===== src/rtl/conv_pkg.sv =====
// Shared types and sizing constants for the convolution frame sequencer.
package conv_pkg;

  typedef enum logic [1:0] {
    LOAD  = 2'd0,
    RUN   = 2'd1,
    DRAIN = 2'd2
  } state_e;

  localparam int N_ACT      = 16;
  localparam int N_FILT     = 9;
  localparam int N_RES      = 4;
  localparam int N_OPS      = N_ACT + N_FILT;
  localparam int DATA_W_DEF = 8;

endpackage


===== src/rtl/conv_result_drain.sv =====
// Four-entry result register that serializes c11, c12, c21, c22 over a
// valid/ready handshake, flagging the final byte with out_last.
module conv_result_drain
  import conv_pkg::*;
#(
  parameter int DATA_W = DATA_W_DEF
) (
  input  logic                    clk,
  input  logic                    rst,
  input  logic                    load,
  input  logic [N_RES*DATA_W-1:0] load_data,
  input  logic                    out_ready,
  output logic                    out_valid,
  output logic [DATA_W-1:0]       out_data,
  output logic                    out_last,
  output logic                    last_accept
);

  localparam logic [1:0] IDX_LAST = 2'(N_RES - 1);

  logic [DATA_W-1:0] res_q [N_RES];
  logic [DATA_W-1:0] res_d [N_RES];
  logic [1:0]        idx_q, idx_d;
  logic              valid_q, valid_d;
  logic [DATA_W-1:0] data_q, data_d;
  logic              last_q, last_d;

  assign last_accept = valid_q && out_ready && (idx_q == IDX_LAST);

  // NOTE: every signal assigned here gets a default first, so no latches are inferred.
  always_comb begin
    res_d   = res_q;
    idx_d   = idx_q;
    valid_d = valid_q;
    if (load) begin
      for (int i = 0; i < N_RES; i++) begin
        res_d[i] = load_data[i*DATA_W +: DATA_W];
      end
      idx_d   = '0;
      valid_d = 1'b1;
    end else if (valid_q && out_ready) begin
      idx_d = idx_q + 2'd1;
      if (idx_q == IDX_LAST) begin
        valid_d = 1'b0;
      end
    end
    // Outputs are registered from the next index so they stay stable under backpressure.
    data_d = res_d[idx_d];
    last_d = valid_d && (idx_d == IDX_LAST);
  end

  // NOTE: state uses non-blocking assignments so all flops update together at the edge.
  always_ff @(posedge clk or posedge rst) begin
    if (rst) begin
      // NOTE: the small result register file is reset because its zero value is observable.
      res_q   <= '{default: '0};
      idx_q   <= '0;
      valid_q <= 1'b0;
      data_q  <= '0;
      last_q  <= 1'b0;
    end else begin
      res_q   <= res_d;
      idx_q   <= idx_d;
      valid_q <= valid_d;
      data_q  <= data_d;
      last_q  <= last_d;
    end
  end

  assign out_valid = valid_q;
  assign out_data  = data_q;
  assign out_last  = last_q;

endmodule


===== src/rtl/conv_frame_sequencer.sv =====
// Initiator-side sequencer: loads 25 operand bytes, runs the single-PE array
// with a timeout guard, then drains the four result bytes.
module conv_frame_sequencer
  import conv_pkg::*;
#(
  parameter int DATA_W      = DATA_W_DEF,
  parameter int RUN_TIMEOUT = 64
) (
  input  logic                     clk,
  input  logic                     rst,
  input  logic                     in_valid,
  input  logic [DATA_W-1:0]        in_data,
  output logic                     in_ready,
  output logic [N_ACT*DATA_W-1:0]  a_flat,
  output logic [N_FILT*DATA_W-1:0] b_flat,
  output logic                     active_single,
  input  logic                     done_single,
  input  logic [N_RES*DATA_W-1:0]  c_flat,
  output logic                     out_valid,
  output logic [DATA_W-1:0]        out_data,
  output logic                     out_last,
  input  logic                     out_ready,
  output logic                     err_timeout
);

  localparam int               TMO_W    = $clog2(RUN_TIMEOUT);
  localparam logic [4:0]       CNT_LAST = 5'(N_OPS - 1);
  localparam logic [TMO_W-1:0] TMO_LAST = TMO_W'(RUN_TIMEOUT - 1);

  state_e            state_q, state_d;
  logic [4:0]        cnt_q, cnt_d;
  logic [TMO_W-1:0]  tmo_q, tmo_d;
  logic              in_ready_q, in_ready_d;
  logic              active_q, active_d;
  logic              err_q, err_d;
  logic [DATA_W-1:0] act_q  [N_ACT];
  logic [DATA_W-1:0] act_d  [N_ACT];
  logic [DATA_W-1:0] filt_q [N_FILT];
  logic [DATA_W-1:0] filt_d [N_FILT];

  logic                    drain_load;
  logic [N_RES*DATA_W-1:0] drain_data;
  logic                    drain_last;
  logic [3:0]              filt_idx;

  assign filt_idx = 4'(cnt_q - 5'(N_ACT));

  always_comb begin
    state_d    = state_q;
    cnt_d      = cnt_q;
    tmo_d      = tmo_q;
    in_ready_d = in_ready_q;
    active_d   = active_q;
    err_d      = err_q;
    act_d      = act_q;
    filt_d     = filt_q;
    drain_load = 1'b0;
    drain_data = c_flat;

    case (state_q)
      LOAD: begin
        if (in_valid && in_ready_q) begin
          if (cnt_q < 5'(N_ACT)) begin
            act_d[cnt_q[3:0]] = in_data;
          end else begin
            filt_d[filt_idx] = in_data;
          end
          if (cnt_q == CNT_LAST) begin
            state_d    = RUN;
            cnt_d      = '0;
            tmo_d      = '0;
            in_ready_d = 1'b0;
            active_d   = 1'b1;
          end else begin
            cnt_d = cnt_q + 5'd1;
          end
        end
      end
      RUN: begin
        tmo_d = tmo_q + 1'b1;
        // A completion in the final timeout cycle still counts as success.
        if (done_single) begin
          drain_load = 1'b1;
          active_d   = 1'b0;
          err_d      = 1'b0;
          state_d    = DRAIN;
        end else if (tmo_q == TMO_LAST) begin
          drain_load = 1'b1;
          drain_data = '0;
          active_d   = 1'b0;
          err_d      = 1'b1;
          state_d    = DRAIN;
        end
      end
      DRAIN: begin
        if (drain_last) begin
          state_d    = LOAD;
          in_ready_d = 1'b1;
        end
      end
      default: begin
        state_d    = LOAD;
        in_ready_d = 1'b1;
        active_d   = 1'b0;
      end
    endcase
  end

  always_ff @(posedge clk or posedge rst) begin
    if (rst) begin
      state_q    <= LOAD;
      cnt_q      <= '0;
      tmo_q      <= '0;
      in_ready_q <= 1'b1;
      active_q   <= 1'b0;
      err_q      <= 1'b0;
      act_q      <= '{default: '0};
      filt_q     <= '{default: '0};
    end else begin
      state_q    <= state_d;
      cnt_q      <= cnt_d;
      tmo_q      <= tmo_d;
      in_ready_q <= in_ready_d;
      active_q   <= active_d;
      err_q      <= err_d;
      act_q      <= act_d;
      filt_q     <= filt_d;
    end
  end

  for (genvar i = 0; i < N_ACT; i++) begin : g_act
    assign a_flat[i*DATA_W +: DATA_W] = act_q[i];
  end

  for (genvar i = 0; i < N_FILT; i++) begin : g_filt
    assign b_flat[i*DATA_W +: DATA_W] = filt_q[i];
  end

  assign in_ready      = in_ready_q;
  assign active_single = active_q;
  assign err_timeout   = err_q;

  conv_result_drain #(
    .DATA_W (DATA_W)
  ) u_drain (
    .clk         (clk),
    .rst         (rst),
    .load        (drain_load),
    .load_data   (drain_data),
    .out_ready   (out_ready),
    .out_valid   (out_valid),
    .out_data    (out_data),
    .out_last    (out_last),
    .last_accept (drain_last)
  );

endmodule


===== config.mk =====
export PLATFORM = sky130hd
export DESIGN_NAME = conv_frame_sequencer
export DESIGN_NICKNAME = d
export VERILOG_FILES = /design/src/rtl/conv_pkg.sv /design/src/rtl/conv_result_drain.sv /design/src/rtl/conv_frame_sequencer.sv
export SDC_FILE = /design/constraint.sdc
export NUM_CORES = 1
export LEC_CHECK = 0
export BUFFER_PORTS_ARGS = -buffer_cell sky130_fd_sc_hd__buf_2
export CORE_MARGIN = 8
export CORE_UTILIZATION = 45
export CTS_CLUSTER_SIZE = 24
export DETAILED_ROUTE_END_ITERATION = 8
export PLACE_DENSITY = 0.71
export SYNTH_ARGS = -nofsm -noshare
export SYNTH_HDL_FRONTEND = slang
export SYNTH_SLANG_ARGS = --single-unit

===== constraint.sdc =====
create_clock -name clk -period 10.3 [get_ports clk]
set_clock_uncertainty 0.15 [all_clocks]
set_input_delay 1.545 -clock clk [delete_from_list [all_inputs] [get_ports clk]]
set_output_delay 1.545 -clock clk [all_outputs]
set_load 0.02 [all_outputs]

==> flow_summary.yaml <==
cts:
  cts_inserted_buffers: 29
  cts_tree: "yes"
  clock-sinks: 260
  clkLatencyLatePin_ns: 0.54
  cts_setup_buffers: 0
  cts.clk_slew.worst_paths_ns: 0.06
  post_cts_resized: 0
  clk_path_buf_depth: 3
  cts_root_buf: "clkbuf_16"
  cts_hold_buf: 0
  htree_levels: 1
yosys:
  synth_top_area_frac: 0.6198
  yosysSeqAreaShare: 0.6223
  syn-num-nets: 780
  avgSynthCellArea_um2: 14.35
  async_flop_share: 1.000
  yosys.area.top_type: "dfrtp_1"
  syn_inst: 729
  synth-edff-count: 0
  yosysWarnings: 0
  synth_area_leaders: "dfrtp_1 (62%), mux2_2 (21%), a22o_1 (2.1%)"
  ys_types: 54
  ys.flop_type: "dfrtp_1"
  ys_seq_elements: 260
  synth_area_um2: 10460
cells_and_area:
  final_area_um2: 12880
  fin_cells: 1284
  layout-drive-gt1-share: 0.5235
  syn2layout_area_growth_pct: 23.16
  diodes: 0
  fillCellCount: 1850
  final_net_count: 1029
route:
  drtIter0Drc: 424
  post-route-drc-count: 0
  viasPerCell: 5.332
  drt-pass1-iter-count: 6
  antenna_left: 0
  finalWirelength_mm: 27.26
  num_vias: 6846
  wl_per_cell_um: 21.23
setup_path:
  critical_path_class: "input pin to flop"
  ff2ff_path_depth: 5
  critPathArrivalTime_ns: 3.48
  cp_max_fo: 8
  required_ns: 10.55
  worstSetupStartpointType: "input pin"
  cp-end-kind: "flop"
  startpoint: "in_valid"
  timing.rr.start: "cnt_q[0]$_DFFE_PP0P_"
min_path:
  hp-class: "flop to flop"
  worstHoldPathCells: 1
  min_from: "active_single$_DFFE_PP0P_"
floorplan:
  die_x_um: 168.4
  start_util: 0.4605
  core_area_um2: 22710
  die-area_um2: 28370
  die_y_um: 168.4
  placementRows: 55
  pin_count: 258
sta:
  layout_worst_path_cycle_share: 0.3136
  final-setup-viol-count: 0
  hold_viol: 0
  final.min_clock_period_ns: 3.230
  slew_headroom: 0.2661
  rsz0062_at_grt: "false"
  slew_violations: 0
  fin_tns_setup_ns: 0
  tightest_slew_ns: 1.097
  max_freq_mhz: 309.6
grt:
  grt_start_max_net_pins: 108
  gr-usage-all-layers: 0.1894
  grt_pass1_vias: 7232
  antenna_found_initial: 0
  grt_pass1_wl_mm: 42.85
  grt-ovfl-total: 0
outcome:
  status: "finished clean"
pwr:
  p_leak_nw: 6.893
  ir_drop_uv: 189.7
  power_density_nw_per_um2: 313.6
placement:
  hpwl_mm: 18.61
  gp_congestion: 0.7655
  dp.cells: 1232
  place_area_um2: 11930
  port_buffers: 257
run:
  maxCapViolations: 0
logic make-up (layout without fill, tap and decap cells):
logic type,after synthesis,in the layout,synth area share
multiplexers,202,202,0.2174
AND/OR/NAND/NOR,107,107,0.06102
AO/OA/AOI/OAI,101,101,0.06581
XOR/XNOR,5,5,0.004187
flip-flops,260,260,0.6223
adder cells (fa/ha/maj),6,6,0.007179
buffers and inverters,48,318,0.02213
placed cells by master, fill, tap and decap left out, types with 4 or more instances in the layout:
cell	count
a22oi_1	6
a22o_1	25
nor2_8	5
o21ai_0	16
a2bb2oi_1	4
buf_2	257
a21oi_1	24
nand3_1	4
nor2_2	4
nand2b_1	5
mux2_2	199
nor2b_1	4
nor2_1	14
and3_1	9
clkbuf_1	10
clkbuf_16	29
xor2_1	4
nand2_2	4
dfrtp_1	259
clkbuf_8	5
nand2_1	42
ha_1	6
o22ai_1	6
inv_1	5
synthesized netlist by cell type, types with 2 or more instances:
library cell,number
ha_1,6
a22o_1,25
buf_6,6
a22oi_1,6
a21oi_1,24
o21a_1,2
a31oi_1,3
nand3_1,4
nor2_2,4
o22ai_1,6
nand2b_1,5
buf_2,4
inv_1,6
nor2b_1,4
o22a_1,3
and3_1,9
a2bb2oi_1,4
a211oi_1,3
o21ai_0,16
nor2_8,5
nor2_1,14
mux2_1,2
a21o_1,2
dfrtp_1,259
clkbuf_1,30
mux2_2,199
xor2_1,4
nand4_1,2
nand2_1,42
o211ai_1,2
or3_1,2
nand2_2,4
power breakdown:
group / internal (mW) / switching, mW / total [mW]
clock: 0.629 / 0.400 / 1.03
sequential: 1.39 / 0.215 / 1.61
combinational: 0.562 / 0.840 / 1.40
total: 2.59 / 1.45 / 4.04
worst paths after layout:
path                                               end  slack (ns)
max                              a_flat[2]$_DFFE_PP0P_        7.07
min                          active_single$_DFFE_PP0P_        0.33
max reg2reg                     b_flat[69]$_DFFE_PP0P_        7.57
min reg2reg                  active_single$_DFFE_PP0P_        0.33
max in group asynchronous       a_flat[22]$_DFFE_PP0P_        7.58
min in group asynchronous  u_drain.out_valid$_DFF_PP0_        0.97
metal layers:
metal,vias to the layer above,part of all wire,global-route usage
met5,-,0,0
met4,0,0.024,0.04658
met3,44,0.068,0.05122
met2,209,0.46,0.3055
met1,3492,0.44,0.2505
li1,3101,-,-
through the flow:
step / worst slack (ns) / hold slack, ns / utilization / power [mW]
final: 7.070 / 0.3265 / 0.5672 / 4.040
after global routing: 6.975 / 0.3476 / 0.5672 / 4.262
after CTS: 7.079 / 0.3289 / 0.5672 / 4.081
after detailed placement: 6.524 / 0.3149 / 0.5252 / 3.039
after global placement: 6.553 / 0.3084 / 0.5252 / 3.005
after floorplan: 1.452 / 0.2969 / - / 2.520
critical path, stage by stage:
cell	delay (ns)
buf_2	0.12
nand3b_4	0.08
or2_1	0.34
or3_1	0.72
nor2_8	0.31
mux2_2	0.36
final cells by class:
cell class / instances / area, um2 / share of cell area
Tap cell: 285 / 356.6 / 0.02769
Clock buffer: 44 / 832.0 / 0.06460
Clock inverter: 8 / 121.4 / 0.009423
Sequential cell: 260 / 6507 / 0.5052
Timing Repair Buffer: 260 / 1309 / 0.1016
Multi-Input combinational cell: 421 / 3724 / 0.2891
Inverter: 6 / 30.03 / 0.002331
registers in the layout, summed over array words and instances, names as in the netlist:
| name | cells |
|---|---|
| u_drain.res_q | 32 |
| tmo_q | 6 |
| in_ready | 1 |
| u_drain.out_data | 8 |
| u_drain.out_valid | 1 |
| err_timeout | 1 |
| active_single | 1 |
| state_q | 2 |
| b_flat | 72 |
| u_drain.idx_q | 2 |
| u_drain.out_last | 1 |
| cnt_q | 5 |
| a_flat | 128 |
Note: power is estimated with default switching activity, not from simulation.
